$ cat src/rtl/cpu_debug_pkg.sv
// Shared types and constants for the CPU run-control / debug-access unit.
// Breakpoint hardware is included only when CPU_DEBUG_BP_EN is defined.
package cpu_debug_pkg;

    typedef enum logic [1:0] {
        RUN_RUNNING  = 2'd0,
        RUN_HALTED   = 2'd1,
        RUN_STEPPING = 2'd2
    } run_state_e;

    typedef enum logic [1:0] {
        ACC_IDLE     = 2'd0,
        ACC_MEM_WAIT = 2'd1,
        ACC_RESP     = 2'd2
    } acc_state_e;

    // What the outstanding host access turned out to be after decode.
    typedef enum logic [1:0] {
        KIND_MEM = 2'd0,
        KIND_REG = 2'd1,
        KIND_CSR = 2'd2,
        KIND_ERR = 2'd3
    } acc_kind_e;

    localparam logic [1:0] CAUSE_NONE = 2'd0;
    localparam logic [1:0] CAUSE_HALT = 2'd1;
    localparam logic [1:0] CAUSE_STEP = 2'd2;
    localparam logic [1:0] CAUSE_BP   = 2'd3;

    // CSR offsets are small: status, up to 16 breakpoint addresses, enable mask.
    localparam int         CSR_OFF_W  = 5;
    localparam logic [4:0] CSR_STATUS = 5'd0;
    localparam logic [4:0] CSR_BP0    = 5'd1;

    // The enable mask sits right after the last breakpoint address.
    function automatic logic [4:0] csr_bp_en(input int num_bp);
        return 5'(num_bp + 1);
    endfunction

endpackage

$ cat src/rtl/cpu_debug_bp_match.sv
// PC breakpoint comparators: NUM_BP address registers, an enable mask and
// an OR-reduced equality array. Only built when CPU_DEBUG_BP_EN is defined.
module cpu_debug_bp_match
    import cpu_debug_pkg::*;
#(
    parameter int XLEN   = 32,
    parameter int NUM_BP = 4
) (
    input  logic                 clk,
    input  logic                 reset,
    input  logic                 csr_we,
    input  logic [CSR_OFF_W-1:0] csr_off,
    input  logic [XLEN-1:0]      csr_wdata,
    input  logic [XLEN-1:0]      cpu_pc,
    output logic [XLEN-1:0]      csr_rdata,
    output logic                 bp_hit
);

    localparam logic [CSR_OFF_W-1:0] EN_OFF = csr_bp_en(NUM_BP);

    logic [NUM_BP-1:0] en_q;
    logic [NUM_BP-1:0] hit;
    logic [XLEN-1:0]   addr_vec [NUM_BP];

    genvar gi;
    generate
        for (gi = 0; gi < NUM_BP; gi++) begin : gen_bp
            logic [XLEN-1:0] addr_q;

            // Breakpoint address register, written through its CSR offset.
            always_ff @(posedge clk or posedge reset) begin
                if (reset) begin
                    addr_q <= '0;
                end else if (csr_we && (csr_off == CSR_BP0 + CSR_OFF_W'(gi))) begin
                    addr_q <= csr_wdata;
                end
            end

            assign addr_vec[gi] = addr_q;
            assign hit[gi]      = en_q[gi] & (cpu_pc == addr_q);
        end
    endgenerate

    // Enable mask register.
    always_ff @(posedge clk or posedge reset) begin
        if (reset) begin
            en_q <= '0;
        end else if (csr_we && (csr_off == EN_OFF)) begin
            en_q <= csr_wdata[NUM_BP-1:0];
        end
    end

    assign bp_hit = |hit;

    // CSR read-back mux; offsets outside this block read 0.
    always_comb begin
        csr_rdata = '0;
        if (csr_off == EN_OFF) begin
            csr_rdata = XLEN'(en_q);
        end
        for (int i = 0; i < NUM_BP; i++) begin
            if (csr_off == CSR_BP0 + CSR_OFF_W'(i)) begin
                csr_rdata = addr_vec[i];
            end
        end
    end

endmodule

$ cat src/rtl/cpu_debug_ctrl.sv
// Run-control (halt/run/step, breakpoints) and handshaked host access to
// memory, register file and debug CSRs. Optional feature macro:
// CPU_DEBUG_BP_EN (hardware PC breakpoints).
module cpu_debug_ctrl
    import cpu_debug_pkg::*;
#(
    parameter int XLEN      = 32,
    parameter int MEM_WORDS = 1024,
    parameter int NUM_REGS  = 32,
    parameter int NUM_BP    = 4,
    parameter int STEP_W    = 16,
    localparam int RIDX_W   = (NUM_REGS > 1) ? $clog2(NUM_REGS) : 1
) (
    input  logic              clk,
    input  logic              reset,
    input  logic              dbg_req,
    input  logic              dbg_we,
    input  logic [XLEN-1:0]   dbg_addr,
    input  logic [XLEN-1:0]   dbg_wdata,
    output logic [XLEN-1:0]   dbg_rdata,
    output logic              dbg_ack,
    output logic              dbg_err,
    input  logic              cmd_halt,
    input  logic              cmd_run,
    input  logic              cmd_step,
    input  logic [STEP_W-1:0] step_count,
    input  logic [XLEN-1:0]   cpu_pc,
    input  logic              cpu_retire,
    output logic              cpu_stall,
    output logic              halted,
    output logic [1:0]        halt_cause,
    output logic              mem_req,
    output logic              mem_we,
    output logic [XLEN-1:0]   mem_addr,
    output logic [XLEN-1:0]   mem_wdata,
    input  logic [XLEN-1:0]   mem_rdata,
    input  logic              mem_ack,
    output logic              reg_we,
    output logic [RIDX_W-1:0] reg_idx,
    output logic [XLEN-1:0]   reg_wdata,
    input  logic [XLEN-1:0]   reg_rdata
);

    localparam logic [XLEN-1:0] REG_BASE = XLEN'(MEM_WORDS);
    localparam logic [XLEN-1:0] CSR_BASE = XLEN'(MEM_WORDS + NUM_REGS);
    localparam logic [XLEN-1:0] CSR_LAST = CSR_BASE + XLEN'(csr_bp_en(NUM_BP));

    run_state_e            run_q, run_d;
    logic [1:0]            cause_q, cause_d;
    logic [STEP_W-1:0]     cnt_q, cnt_d;
    logic                  first_q, first_d;

    acc_state_e            acc_q, acc_d;
    acc_kind_e             kind_q, kind_d;
    logic                  we_q, we_d;
    logic [XLEN-1:0]       addr_q, addr_d;
    logic [XLEN-1:0]       wdata_q, wdata_d;
    logic [XLEN-1:0]       rdata_q, rdata_d;
    logic [RIDX_W-1:0]     ridx_q, ridx_d;
    logic [CSR_OFF_W-1:0]  coff_q, coff_d;

    logic                  resp;
    logic                  raw_hit;
    logic                  bp_hit;
    logic [XLEN-1:0]       bp_rdata;
    logic [XLEN-1:0]       csr_rdata;

    assign resp = (acc_q == ACC_RESP);

`ifdef CPU_DEBUG_BP_EN
    logic csr_we;
    assign csr_we = resp && (kind_q == KIND_CSR) && we_q;

    cpu_debug_bp_match #(
        .XLEN   (XLEN),
        .NUM_BP (NUM_BP)
    ) u_bp (
        .clk       (clk),
        .reset     (reset),
        .csr_we    (csr_we),
        .csr_off   (coff_q),
        .csr_wdata (wdata_q),
        .cpu_pc    (cpu_pc),
        .csr_rdata (bp_rdata),
        .bp_hit    (raw_hit)
    );
`else
    logic unused_pc;
    assign unused_pc = ^cpu_pc;
    assign raw_hit   = 1'b0;
    assign bp_rdata  = '0;
`endif

    // The first instruction of a step may sit on a breakpoint; ignore it there.
    assign bp_hit     = raw_hit & ~((run_q == RUN_STEPPING) & first_q);
    assign halted     = (run_q == RUN_HALTED);
    assign halt_cause = cause_q;
    assign cpu_stall  = halted | bp_hit;

    // Run-control and access state registers.
    always_ff @(posedge clk or posedge reset) begin
        if (reset) begin
            run_q   <= RUN_RUNNING;
            cause_q <= CAUSE_NONE;
            cnt_q   <= '0;
            first_q <= 1'b0;
            acc_q   <= ACC_IDLE;
            kind_q  <= KIND_ERR;
            we_q    <= 1'b0;
            addr_q  <= '0;
            wdata_q <= '0;
            rdata_q <= '0;
            ridx_q  <= '0;
            coff_q  <= '0;
        end else begin
            run_q   <= run_d;
            cause_q <= cause_d;
            cnt_q   <= cnt_d;
            first_q <= first_d;
            acc_q   <= acc_d;
            kind_q  <= kind_d;
            we_q    <= we_d;
            addr_q  <= addr_d;
            wdata_q <= wdata_d;
            rdata_q <= rdata_d;
            ridx_q  <= ridx_d;
            coff_q  <= coff_d;
        end
    end

    // Run FSM: halt beats breakpoint beats retire; step beats run when halted.
    always_comb begin
        run_d   = run_q;
        cause_d = cause_q;
        cnt_d   = cnt_q;
        first_d = first_q;
        case (run_q)
            RUN_RUNNING: begin
                if (cmd_halt) begin
                    run_d   = RUN_HALTED;
                    cause_d = CAUSE_HALT;
                end else if (bp_hit) begin
                    run_d   = RUN_HALTED;
                    cause_d = CAUSE_BP;
                end
            end
            RUN_HALTED: begin
                if (cmd_step) begin
                    run_d   = RUN_STEPPING;
                    cnt_d   = (step_count == '0) ? STEP_W'(1) : step_count;
                    first_d = 1'b1;
                end else if (cmd_run) begin
                    run_d   = RUN_RUNNING;
                    cause_d = CAUSE_NONE;
                end
            end
            RUN_STEPPING: begin
                if (cmd_halt) begin
                    run_d   = RUN_HALTED;
                    cause_d = CAUSE_HALT;
                end else if (bp_hit) begin
                    run_d   = RUN_HALTED;
                    cause_d = CAUSE_BP;
                end else if (cpu_retire) begin
                    first_d = 1'b0;
                    cnt_d   = cnt_q - STEP_W'(1);
                    if (cnt_q == STEP_W'(1)) begin
                        run_d   = RUN_HALTED;
                        cause_d = CAUSE_STEP;
                    end
                end
            end
            default: run_d = RUN_RUNNING;
        endcase
    end

    // Access FSM: decode on request, wait for memory if needed, then ack once.
    always_comb begin
        acc_d   = acc_q;
        kind_d  = kind_q;
        we_d    = we_q;
        addr_d  = addr_q;
        wdata_d = wdata_q;
        rdata_d = rdata_q;
        ridx_d  = ridx_q;
        coff_d  = coff_q;
        case (acc_q)
            ACC_IDLE: begin
                if (dbg_req) begin
                    we_d    = dbg_we;
                    addr_d  = dbg_addr;
                    wdata_d = dbg_wdata;
                    ridx_d  = RIDX_W'(dbg_addr - REG_BASE);
                    coff_d  = CSR_OFF_W'(dbg_addr - CSR_BASE);
                    acc_d   = ACC_RESP;
                    if (dbg_addr < REG_BASE) begin
                        kind_d = KIND_MEM;
                        acc_d  = ACC_MEM_WAIT;
                    end else if (dbg_addr < CSR_BASE) begin
                        kind_d = halted ? KIND_REG : KIND_ERR;
                    end else if (dbg_addr <= CSR_LAST) begin
                        kind_d = KIND_CSR;
                    end else begin
                        kind_d = KIND_ERR;
                    end
                end
            end
            ACC_MEM_WAIT: begin
                if (mem_ack) begin
                    rdata_d = mem_rdata;
                    acc_d   = ACC_RESP;
                end
            end
            ACC_RESP: acc_d = ACC_IDLE;
            default:  acc_d = ACC_IDLE;
        endcase
    end

    assign csr_rdata = (coff_q == CSR_STATUS) ? XLEN'({cause_q, halted}) : bp_rdata;

    // Response data is only driven during the ack cycle.
    always_comb begin
        dbg_rdata = '0;
        if (resp) begin
            case (kind_q)
                KIND_MEM: dbg_rdata = rdata_q;
                KIND_REG: dbg_rdata = reg_rdata;
                KIND_CSR: dbg_rdata = csr_rdata;
                default:  dbg_rdata = '0;
            endcase
        end
    end

    assign dbg_ack   = resp;
    assign dbg_err   = resp && (kind_q == KIND_ERR);
    assign mem_req   = (acc_q == ACC_MEM_WAIT);
    assign mem_we    = mem_req && we_q;
    assign mem_addr  = addr_q;
    assign mem_wdata = wdata_q;
    assign reg_we    = resp && (kind_q == KIND_REG) && we_q;
    assign reg_idx   = ridx_q;
    assign reg_wdata = wdata_q;

endmodule
$ cat config.mk
export PLATFORM = sky130hd
export DESIGN_NAME = cpu_debug_ctrl
export DESIGN_NICKNAME = d
export VERILOG_FILES = /design/src/rtl/cpu_debug_pkg.sv /design/src/rtl/cpu_debug_bp_match.sv /design/src/rtl/cpu_debug_ctrl.sv
export SDC_FILE = /design/constraint.sdc
export NUM_CORES = 1
export LEC_CHECK = 0
export CORE_MARGIN = 10
export CORE_UTILIZATION = 39
export DETAILED_ROUTE_END_ITERATION = 12
export PLACE_DENSITY = 0.86
export REMOVE_ABC_BUFFERS = 1
export SLEW_MARGIN = 0
export SYNTH_ARGS = -nofsm -noshare
export SYNTH_HDL_FRONTEND = slang
export SYNTH_SLANG_ARGS = --single-unit
$ cat constraint.sdc
create_clock -name clk -period 5.29 [get_ports clk]
set_input_delay 1.058 -clock clk [delete_from_list [all_inputs] [get_ports clk]]
set_output_delay 1.058 -clock clk [all_outputs]
set_load 0.03 [all_outputs]
== Word level (Yosys, flattened, before mapping) ==
Cells that the tools add are included.
Word-level totals
  bits of input ports: 185
  register bits after elaboration: 131
  logic and storage cells: 81
  output and inout port bits: 142
Operators by class
  add/sub/neg operators: 3
  multiplexer cells: 28
  equal/unequal tests: 19
  order comparisons: 3
  reductions and logical operators: 17
Operators with widths (count)
  32-bit case mux with 3 select lines: 1
  32-bit by 11-bit less-than comparator with 1-bit output, second input constant: 2
  16-bit two-way mux: 4
  32-bit by 11-bit less-or-equal comparator with 1-bit output, second input constant: 1
  2-bit two-way mux: 16
  32-bit two-way mux: 1
  16-bit case mux with 2 select lines: 1
  16-bit by 1-bit == test with 1-bit output, second input constant: 1
  16-bit logical NOT: 1
  16-bit by 1-bit subtractor with 16-bit output, second input constant: 1
  2-bit != test, second input constant: 7
  2-bit case mux with 3 select lines: 2
  5-bit by 1-bit subtractor with 5-bit output, second input constant: 2
  2-bit == test, second input constant: 4
  4-bit AND reduction: 2
  2-bit by 1-bit == test with 1-bit output, second input constant: 3
  2-bit logical NOT: 3
  3-bit != test, second input constant: 2
  2-bit AND reduction: 3
  6-bit AND reduction: 1
  5-bit logical NOT: 1
  1-bit logical AND: 4
  2-bit case mux with 2 select lines: 1
  3-bit two-way mux: 1
  other kinds (5): 5

== Longest topological paths before layout ==
Gate-level depths: netlist of run 1.
  depth in word-level cells: 5
  depth in mapped cells: 7
  depth with buffers taken out: 6

== Worst setup path after synthesis of run 1 ==
Ideal clock, no wire load.
  path type: register to output
  start point: reg kind_q[0]
  end point: out dbg_rdata[14]
  path buffers: 2
  arrival: 1.861 ns
  setup slack: 2.371 ns
  data required time: 4.232 ns
  stages on the path, launching flop included: 5
  path through: dfstp_2 clkbuf_1 buf_1 mux2i_1 nor2_1
On the way
  word-level cells in the longest chain between the ends: 3
  elaborated cells between the ends (all ways): 5
  classes of those cells: eq/ne (2); mux (2); reduce/logical (1)
RTL lines
  start: declaration: line cpu_debug_ctrl.sv:54  | acc_kind_e kind_q, kind_d;
  start signal: assignment: line cpu_debug_ctrl.sv:121  | kind_q <= kind_d;
  2-bit == test (tied with other cells): line cpu_debug_ctrl.sv:225  | case (kind_q)
  32-bit case mux with 3 select lines (*): line cpu_debug_ctrl.sv:225
  32-bit two-way mux (*): line cpu_debug_ctrl.sv:224  | if (resp) begin
  end: declaration: line cpu_debug_ctrl.sv:20  | output logic [XLEN-1:0] dbg_rdata,
Mark *: on every way between the ends. The rest lies on a longest branch, timed or not.

== Final worst setup path of run 1 ==
  start point: reg kind_q[0]
  end point: out dbg_rdata[2]
The elaborated chain is that of the path after synthesis.

==> reports/qor.yml, run 1 <==
critical_path:
  crit_path_cell_trace: "or4_1 > nor3_1 > a31oi_1 > nor2_1 > clkdlybuf4s50_1"
  path_delay_family: "simple AND/OR/NAND/NOR gates"
  crit_slowest_cell: "clkdlybuf4s50_1"
  path_class: "reg -> out"
  reg2reg_depth: 4
  startpoint: "kind_q[0]$_DFFE_PP1P_"
  cp-endpoint: "dbg_rdata[2]"
  path_depth: 5
  r2r-end: "cnt_q[13]$_DFFE_PP0P_"
  worst_ep_arrival_time_ps: 3060
  start_kind: "register"
  max_stage_delay_ps: 690
  r2r_slack_ps: 2970
  worst-path-buf-inv: 1
  timing.rr.start: "cnt_q[6]$_DFFE_PP0P_"
  path_max_fanout: 36
  crit_required_ps: 4230
  critPathCaptureType: "primary output"
synthesis:
  ys_seq_elements: 121
  syn_inst: 516
  synthArstFlopShare_pct: 100
  yosys.area.top_type: "dfrtp_1"
  yosys_warnings: 0
  netlist_top_cells_count: "dfrtp_1, mux2_2, nor2_1"
  yosysSeqAreaShare_pct: 50.8
  synth_most_common_cell: "dfrtp_1"
  yosysTopAreaCellShare_pct: 49.9
  synth_area_per_cell_um2: 11.6
  synthFlopType: "dfrtp_1"
  synth_edf_count: 0
  synth_area_mm2: 0.00597
  synth.area.top_cells: "dfrtp_1, mux2_2, mux2i_1"
  yosys.cell_types.count: 53
layout:
  drive_gt1_share_pct: 18.2
  multi_input_area_mm2: 0.00251
  nFillCells: 1211
  ff_latch_area_mm2: 0.00303
  area_delta_synth_final_pct: 57.8
  fin_cells: 970
  layout.nets: 957
  diodes: 0
  fin_util_pct: 62.4
die:
  start_util_pct: 39.5
  fp.dieH_um: 144
  die-area_mm2: 0.0206
  die_x_um: 144
  core_mm2: 0.0151
  io_pins: 327
  rows: 45
timing:
  final.setup.worst_slack_ps: 1170
  post-route-period-util_pct: 77.8
  fin_crit_ps: 4120
  hold_violations: 0
  drv_slew: 0
  setup_viol: 0
  relSlewSlack_pct: 22.6
  fmax_mhz: 243
  rsz0062_at_grt: "false"
  worst_clock_skew_ps: 12.8
  tightest_slew_ps: 1160
flow_run:
  maxCapViolations: 0
worst_hold_path:
  min_path_type: "reg -> reg"
drt:
  wirelength_mm: 20.1
  avgViaCountPerCell: 5.18
  vias: 5020
  firstDrtPassIters: 5
  avgRoutedWirePerCell_um: 20.7
  drc: 0
  final_antenna_net_count: 0
  drt_iter0_markers: 254
placed_design:
  pre_cts_ws_ps: 1520
  dp_cells: 939
  gp_congestion: 0.837
  dpl.hpwl_mm: 15.3
  numPortBuffers: 294
cts:
  clk_latency_ps: 420
  h-tree-depth: 4
  cts_setup_buffers: 0
  cts_hold_buf: 0
  cts_buffers: 17
  cts_sinks: 121
  cts_tree: "done"
  ctsResizeCount: 0
  clockBufferDepth: 2
  cts-root-buf: "clkbuf_16"
  path_clk_slew_ps: 50
pwr:
  max-vdd-ir-drop_uv: 215
  power_uw: 3290
  p_per_area_mw_per_mm2: 350
  p_leak_uw: 0.00410
grt:
  grt_max_degree: 69
  grt_pass1_vias: 5276
  gr-total-overflow: 0
  grt_pass1_wl_mm: 30.3
  antenna_found_initial: 0
  grt.total_usage_pct: 19.0
outcome:
  status: "finished, final reports clean"
## worst min-delay path by stage
| stage | startpoint | to | slack (ps) | cells past startpoint |
|---|---|---|---|---|
| finish | mem_addr[7]$_DFFE_PP0P_ | mem_addr[7]$_DFFE_PP0P_ | 500 | 1 |
| CTS | mem_addr[7]$_DFFE_PP0P_ | mem_addr[7]$_DFFE_PP0P_ | 510 | 1 |
| global route | rdata_q[15]$_DFFE_PP0P_ | rdata_q[15]$_DFFE_PP0P_ | 510 | 1 |
| global placement | rdata_q[27]$_DFFE_PP0P_ | rdata_q[27]$_DFFE_PP0P_ | 490 | 1 |
| floorplan | rdata_q[0]$_DFFE_PP0P_ | rdata_q[0]$_DFFE_PP0P_ | 480 | 1 |
| detailed placement | rdata_q[23]$_DFFE_PP0P_ | rdata_q[23]$_DFFE_PP0P_ | 490 | 1 |
## area by class of cell
type	instances	area share, %
Tap cell	188	2.50
Clock buffer	18	4.56
Multi-Input combinational cell	320	26.7
Clock inverter	13	1.81
Timing Repair Buffer	301	31.8
Inverter	9	0.386
Sequential cell	121	32.2
## per-layer routing
metal / up-vias / track usage [%] / wire length (µm) / share of wire [%]
met5: - / 0 / 0 / 0
met4: 0 / 4.57 / 177 / 0.88
met3: 14 / 9.70 / 2060 / 10
met2: 221 / 31.3 / 10100 / 50
met1: 2448 / 21.5 / 7740 / 39
li1: 2337 / - / - / -
## flip-flops by register name, summed over array words and instances, names as in the netlist
name and flops:
mem_wdata 32, rdata_q 32, run_q 2, we_q 1
halt_cause 2, acc_q 2, cnt_q 16, kind_q 2
mem_addr 32
## per-stage QoR
| stage | area [µm²] | TNS [ps] | hold slack (ps) |
|---|---|---|---|
| after floorplan | 5570 | -105850 | 479 |
| after global placement | 8810 | 0 | 488 |
| after detailed placement | 8810 | 0 | 494 |
| after CTS | 9410 | 0 | 507 |
| after global routing | 9410 | 0 | 514 |
| final | 9410 | 0 | 503 |
## cells in the final DEF, fill, tap and decap left out, drive strengths merged, types with 2 or more instances in the layout
cell,synthesis,routed
o22ai,3,3
mux2i,32,32
nor2b,3,3
clkdlybuf4s50,0,294
o211ai,2,2
nand3,7,7
or4,8,8
o21ai,11,11
inv,9,12
clkinv,0,7
and2,2,2
mux2,97,97
a21oi,13,13
nor4b,2,2
nand4,4,4
nor3b,4,4
or3,5,5
dfrtp,119,119
nand2,11,11
nor2,51,51
nor4,11,11
bufinv,0,3
dfstp,2,2
a21o,2,2
nor3,9,9
clkbuf,22,18
nand2b,4,4
o31ai,3,3
o22a,2,2
a211o,2,2
a311oi,3,3
a31oi,7,7
ha,2,2
a2bb2oi,2,2
buf,44,7
## kinds of logic (layout without fill, tap and decap cells)
family	count (synthesis)	count (layout)	synth area share [%]
AO/OA/AOI/OAI	62	62	7.09
adder cells (fa/ha/maj)	2	2	0.419
multiplexers	129	129	23.7
buffers and inverters	75	341	7.13
flip-flops	121	121	50.8
AND/OR/NAND/NOR	127	127	10.9
## worst register-to-register path, delay by kind of cell (launching register included)
kind	cells	cell delay [ps]
flip-flops	1	430
AND/OR/NAND/NOR	2	1230
AO/OA/AOI/OAI	2	510
## report_power, final
group | total, µW | internal, µW | leakage [µW] | switching (µW)
Sequential | 1190 | 1060 | 0.00149 | 134
Combinational | 919 | 439 | 0.00231 | 480
Clock | 1180 | 744 | 0.000295 | 437
(Power assumes the default switching activity.)
==> run 2, diff against run 1 <==
--- a/config.mk
+++ b/config.mk
@@ -6,9 +6,9 @@
 export NUM_CORES = 1
 export LEC_CHECK = 0
 export CORE_MARGIN = 10
-export CORE_UTILIZATION = 39
+export CORE_UTILIZATION = 36
 export DETAILED_ROUTE_END_ITERATION = 12
-export PLACE_DENSITY = 0.86
+export PLACE_DENSITY = 0.83
 export REMOVE_ABC_BUFFERS = 1
 export SLEW_MARGIN = 0
 export SYNTH_ARGS = -nofsm -noshare
==> constraint.sdc (replaced) <==
create_clock -name clk -period 3.7 [get_ports clk]
set_input_delay 0.74 -clock clk [delete_from_list [all_inputs] [get_ports clk]]
set_output_delay 0.74 -clock clk [all_outputs]
set_load 0.03 [all_outputs]
==> run 2 against run 1 <==
- largest power group unchanged
- highest routed layer unchanged
- first-iteration DRC count fell by 17%
- count of clock-buffer cells in the layout up 2
- critical path type unchanged
- largest cell class is now buffers
- combinational power rose by 43%
- die area up 7.2%
- cell area rose by 0.57%
- non-clock buffer count increased by 5
- hold slack about the same
- clock skew down 6.6 ps
- sequential power rose by 43%
- critical path depth unchanged
==> reports/qor.yml, run 2 (same netlist as run 1, synthesis figures left out) <==
outcome:
  status: "finished, final reports clean"
die:
  die_x_um: 149
  core_mm2: 0.0164
  rows: 47
  io_pins: 327
  fp.dieH_um: 149
  die-area_mm2: 0.0221
  start_util_pct: 36.4
drt:
  firstDrtPassIters: 6
  wirelength_mm: 19.7
  avgRoutedWirePerCell_um: 19.5
  drt_iter0_markers: 211
  drc: 0
  avgViaCountPerCell: 4.93
  final_antenna_net_count: 0
  vias: 4973
layout:
  final_common_cell: "clkdlybuf4s50_1"
  fin_util_pct: 57.7
  drive_gt1_share_pct: 18.5
  area_delta_synth_final_pct: 58.7
  diodes: 0
  final_cell_mix: "clkdlybuf4s50_1, dfrtp_1, mux2_2"
  layout.nets: 962
critical_path:
  crit_required_ps: 2960
  crit_slowest_cell: "clkdlybuf4s50_1"
  max_stage_delay_ps: 710
  critPathCaptureType: "primary output"
  r2r_slack_ps: 1330
  start_kind: "register"
  path_class: "reg -> out"
  crit_path_cell_trace: "or4_1 > nor3_1 > a31oi_1 > nor2_1 > clkdlybuf4s50_1"
  worst_ep_arrival_time_ps: 2680
  startpoint: "mem_addr[2]$_DFFE_PP0P_"
  timing.rr.start: "cnt_q[6]$_DFFE_PP0P_"
  path_max_fanout: 4
cts:
  cts-root-buf: "clkbuf_16"
  cts_hold_buf: 0
  cts_buffers: 17
  path_clk_slew_ps: 60
  cts_setup_buffers: 0
  clk_latency_ps: 410
  cts_sinks: 121
  ctsResizeCount: 0
  cts_tree: "done"
  h-tree-depth: 4
  clockBufferDepth: 2
placed_design:
  dpl.hpwl_mm: 15.2
  numPortBuffers: 294
  gp_congestion: 0.818
worst_hold_path:
  hold_path_startpoint: "mem_addr[8]$_DFFE_PP0P_"
  min_path_type: "reg -> reg"
timing:
  tightest_slew_ps: 763
  relSlewSlack_pct: 49.0
  finalSetupTns_ps: 0
  worst_clock_skew_ps: 6.21
  post-route-period-util_pct: 92.6
  fmax_mhz: 292
  setup_viol: 0
  fin_crit_ps: 3420
  rsz0062_at_grt: "false"
  drv_slew: 0
  hold_violations: 0
grt:
  gr-total-overflow: 0
  grt_pass1_vias: 5213
  grt.total_usage_pct: 17.5
  grt_pass1_wl_mm: 30.0
  grt_max_degree: 54
  antenna_found_initial: 0
pwr:
  max-vdd-ir-drop_uv: 297
  p_per_area_mw_per_mm2: 488
  p_leak_uw: 0.00410
flow_run:
  maxCapViolations: 0
## run 2: cell types whose count changed in the layout (fill, tap and decap cells not counted), sizes merged
cell,change
bufinv,-1
clkbuf,+2
inv,-2
buf,+5
clkinvlp,+2
## run 2: path summary, 6_finish.rpt
check                                            to  cells after the start
setup / recovery                       dbg_rdata[0]                      5
hold / removal              mem_addr[8]$_DFFE_PP0P_                      1
setup reg to reg              cnt_q[13]$_DFFE_PP0P_                      4
hold reg to reg             mem_addr[8]$_DFFE_PP0P_                      1
max in group asynchronous     kind_q[0]$_DFFE_PP1P_                      3
min in group asynchronous  mem_wdata[9]$_DFFE_PP0P_                      2
## run 2: routing by layer
| metal | wire length (µm) | GRT usage [%] |
|---|---|---|
| met1 | 7890 | 20.0 |
| met2 | 9880 | 30.0 |
| met3 | 1480 | 5.49 |
| met4 | 431 | 6.53 |
| met5 | 0 | 0 |
## run 2: final cells by class
class	count	area, µm²
clock buffer	20	437
clock inverter	12	126
fill	1367	6940
inverter	9	36.3
multi-input combinational	320	2510
sequential	121	3030
tap	220	275
timing repair buffer	306	3050
## run 2: power breakdown
part,leakage [µW],total [µW],switching (µW),internal (µW)
registers,0.00149,1700,193,1510
logic,0.00234,1310,683,631
clock network,0.000274,1600,611,988
## run 2: critical path: cells and delay by family, from the launching register on
family | cells | cell delay, ps
and+or+nand+nor | 3 | 1030
AOI/OAI and AO/OA | 1 | 130
DFF | 1 | 400
buffers and inverters | 1 | 710
## run 2: metrics by stage
stage	setup slack [ps]	instances	hold WS (ps)	power [µW]	cell area, µm²
global route	93.9	1008	510	4830	9470
detailed placement	634	976	493	3040	8900
floorplan	-2830	450	479	2370	5570
CTS	192	1008	505	4660	9470
finish	275	1008	503	4620	9470
global placement	676	976	487	3010	8900
==> run 3, diff against run 2 <==
--- a/config.mk
+++ b/config.mk
@@ -5,6 +5,7 @@
 export SDC_FILE = /design/constraint.sdc
 export NUM_CORES = 1
 export LEC_CHECK = 0
+export CAP_MARGIN = 20
 export CORE_MARGIN = 10
 export CORE_UTILIZATION = 36
 export DETAILED_ROUTE_END_ITERATION = 12
==> constraint.sdc (replaced) <==
create_clock -name clk -period 3.7 [get_ports clk]
set_input_delay 0.37 -clock clk [delete_from_list [all_inputs] [get_ports clk]]
set_output_delay 0.37 -clock clk [all_outputs]
set_load 0.03 [all_outputs]
==> run 3 against run 2 <==
- count of clock-buffer cells in the layout decreased by 2
- wire length decreased by 1.4%
- global-route usage decreased by 0.28 points
- critical endpoint is now dbg_rdata[2]
- highest routed layer unchanged
- first-iteration DRC count increased by 25%
- maximum frequency increased by 14%
- cell area decreased by 0.50%
==> reports/qor.yml, run 3 (same netlist as run 1, synthesis figures left out) <==
cts:
  cts-root-buf: "clkbuf_16"
  h-tree-depth: 4
  clockBufferDepth: 2
  cts_sinks: 121
  cts_buffers: 17
  clk_latency_ps: 410
  cts_tree: "done"
  path_clk_slew_ps: 60
  cts_setup_buffers: 0
  ctsResizeCount: 0
  cts_hold_buf: 0
timing:
  holdWs_ps: 380
  post-route-period-util_pct: 81.4
  drv_slew: 0
  rsz0062_at_grt: "false"
  worst_clock_skew_ps: 7.59
  relSlewSlack_pct: 46.9
  fin_crit_ps: 3010
  setup_viol: 0
  finalSetupTns_ps: 0
  fmax_mhz: 332
  hold_violations: 0
  tightest_slew_ps: 794
layout:
  area_delta_synth_final_pct: 57.9
  final_common_cell: "clkdlybuf4s50_1"
  diodes: 0
  layout.nets: 959
  multi_input_area_mm2: 0.00251
  ff_latch_area_mm2: 0.00303
  final_cell_mix: "clkdlybuf4s50_1, dfrtp_1, mux2_2"
  nFillCells: 1359
  drive_gt1_share_pct: 18.3
critical_path:
  crit_slowest_cell: "clkdlybuf4s50_1"
  crit_required_ps: 3330
  path_class: "reg -> out"
  worst_ep_arrival_time_ps: 2640
  r2r_slack_ps: 1420
  timing.rr.start: "run_q[0]$_DFFE_PP0P_"
  r2r-end: "cnt_q[14]$_DFFE_PP0P_"
  path_max_fanout: 4
  crit_path_cell_trace: "or4_1 > nor3_1 > a31oi_1 > nor2_1 > clkdlybuf4s50_1"
  start_kind: "register"
  max_stage_delay_ps: 700
  reg2reg_depth: 5
  critPathCaptureType: "primary output"
drt:
  final_antenna_net_count: 0
  avgRoutedWirePerCell_um: 19.3
  vias: 4956
  drt_iter0_markers: 264
  wirelength_mm: 19.4
  avgViaCountPerCell: 4.94
  firstDrtPassIters: 4
  drc: 0
pwr:
  switching_share_pct: 32.6
  power_frac_seq_pct: 37.5
  p_int_uw: 3050
  pwr-share-clk_pct: 33.5
  p_leak_uw: 0.00407
  p_comb_share_pct: 29.0
  max-vdd-ir-drop_uv: 298
  p_per_area_mw_per_mm2: 481
  switchingPower_uw: 1480
flow_run:
  maxCapViolations: 0
placed_design:
  dpl.hpwl_mm: 15.0
  numPortBuffers: 294
  gp_congestion: 0.808
die:
  io_pins: 327
  die_x_um: 149
  start_util_pct: 36.4
  fp.dieH_um: 149
  die-area_mm2: 0.0221
  core_mm2: 0.0164
  rows: 47
grt:
  grt_pass1_wl_mm: 29.6
  gr-total-overflow: 0
  grt_pass1_vias: 5098
  antenna_found_initial: 0
  grt_max_degree: 78
  grt.total_usage_pct: 17.2
outcome:
  status: "finished, final reports clean"
worst_hold_path:
  min_path_type: "in -> async"
run 3: cell count changes in the layout (fill, tap and decap cells not counted):
| cell | delta |
|---|---|
| bufinv_16 | -1 |
| buf_6 | +1 |
| clkbuf_1 | -2 |
| clkinv_2 | -1 |
| clkinvlp_4 | +3 |
| clkinv_4 | -1 |
| buf_4 | -4 |
run 3: power groups by stage:
stage / logic [µW] / registers, µW / clock network [µW]
2_1_floorplan: 354 / 2020 / 0
3_5_place_dp: 1320 / 1720 / 0
6_report: 1310 / 1700 / 1520
3_3_place_gp: 1300 / 1710 / 0
5_1_grt: 1390 / 1730 / 1620
4_1_cts: 1330 / 1700 / 1550
run 3: layer usage:
metal | routed length (µm) | up-vias | track usage [%]
met5 | 0 | - | 0
met4 | 201 | 0 | 4.61
met3 | 1420 | 15 | 6.10
met2 | 10000 | 182 | 29.8
met1 | 7780 | 2415 | 19.6
li1 | - | 2344 | -
run 3: cell type report:
class	count	share of cell area [%]
Sequential cell	121	32.2
Timing Repair Buffer	303	32.1
Multi-Input combinational cell	320	26.7
Inverter	9	0.385
Clock inverter	12	1.12
Tap cell	220	2.92
Clock buffer	18	4.56
run 3: through the flow:
stage | cell area (µm²) | total power [µW] | worst slack (ps) | utilization (%) | std cells
final | 9420 | 4530 | 686 | 57.4 | 1003
after global routing | 9420 | 4740 | 528 | 57.4 | 1003
after CTS | 9420 | 4580 | 629 | 57.4 | 1003
after detailed placement | 8880 | 3040 | 1080 | 54.1 | 973
after global placement | 8870 | 3010 | 1080 | 54.1 | 972
after floorplan | 5570 | 2370 | -2530 | - | 450
run 3: worst max path at each step:
stage	endpoint	slack (ps)	start
after floorplan	mem_addr[0]$_DFFE_PP0P_	-2530	acc_q[0]$_DFFE_PP0P_
after global placement	dbg_rdata[0]	1080	mem_addr[2]$_DFFE_PP0P_
after detailed placement	dbg_rdata[2]	1080	mem_addr[2]$_DFFE_PP0P_
after CTS	dbg_rdata[2]	630	mem_addr[2]$_DFFE_PP0P_
after global routing	dbg_rdata[2]	530	mem_addr[2]$_DFFE_PP0P_
final	dbg_rdata[2]	690	mem_addr[2]$_DFFE_PP0P_
run 3: worst max-delay path, delay by kind of cell (launching register included):
kind                   cells  cell delay, ps
flip-flops                 1             400
AO/OA/AOI/OAI              1             130
buffers and inverters      1             700
AND/OR/NAND/NOR            3            1010
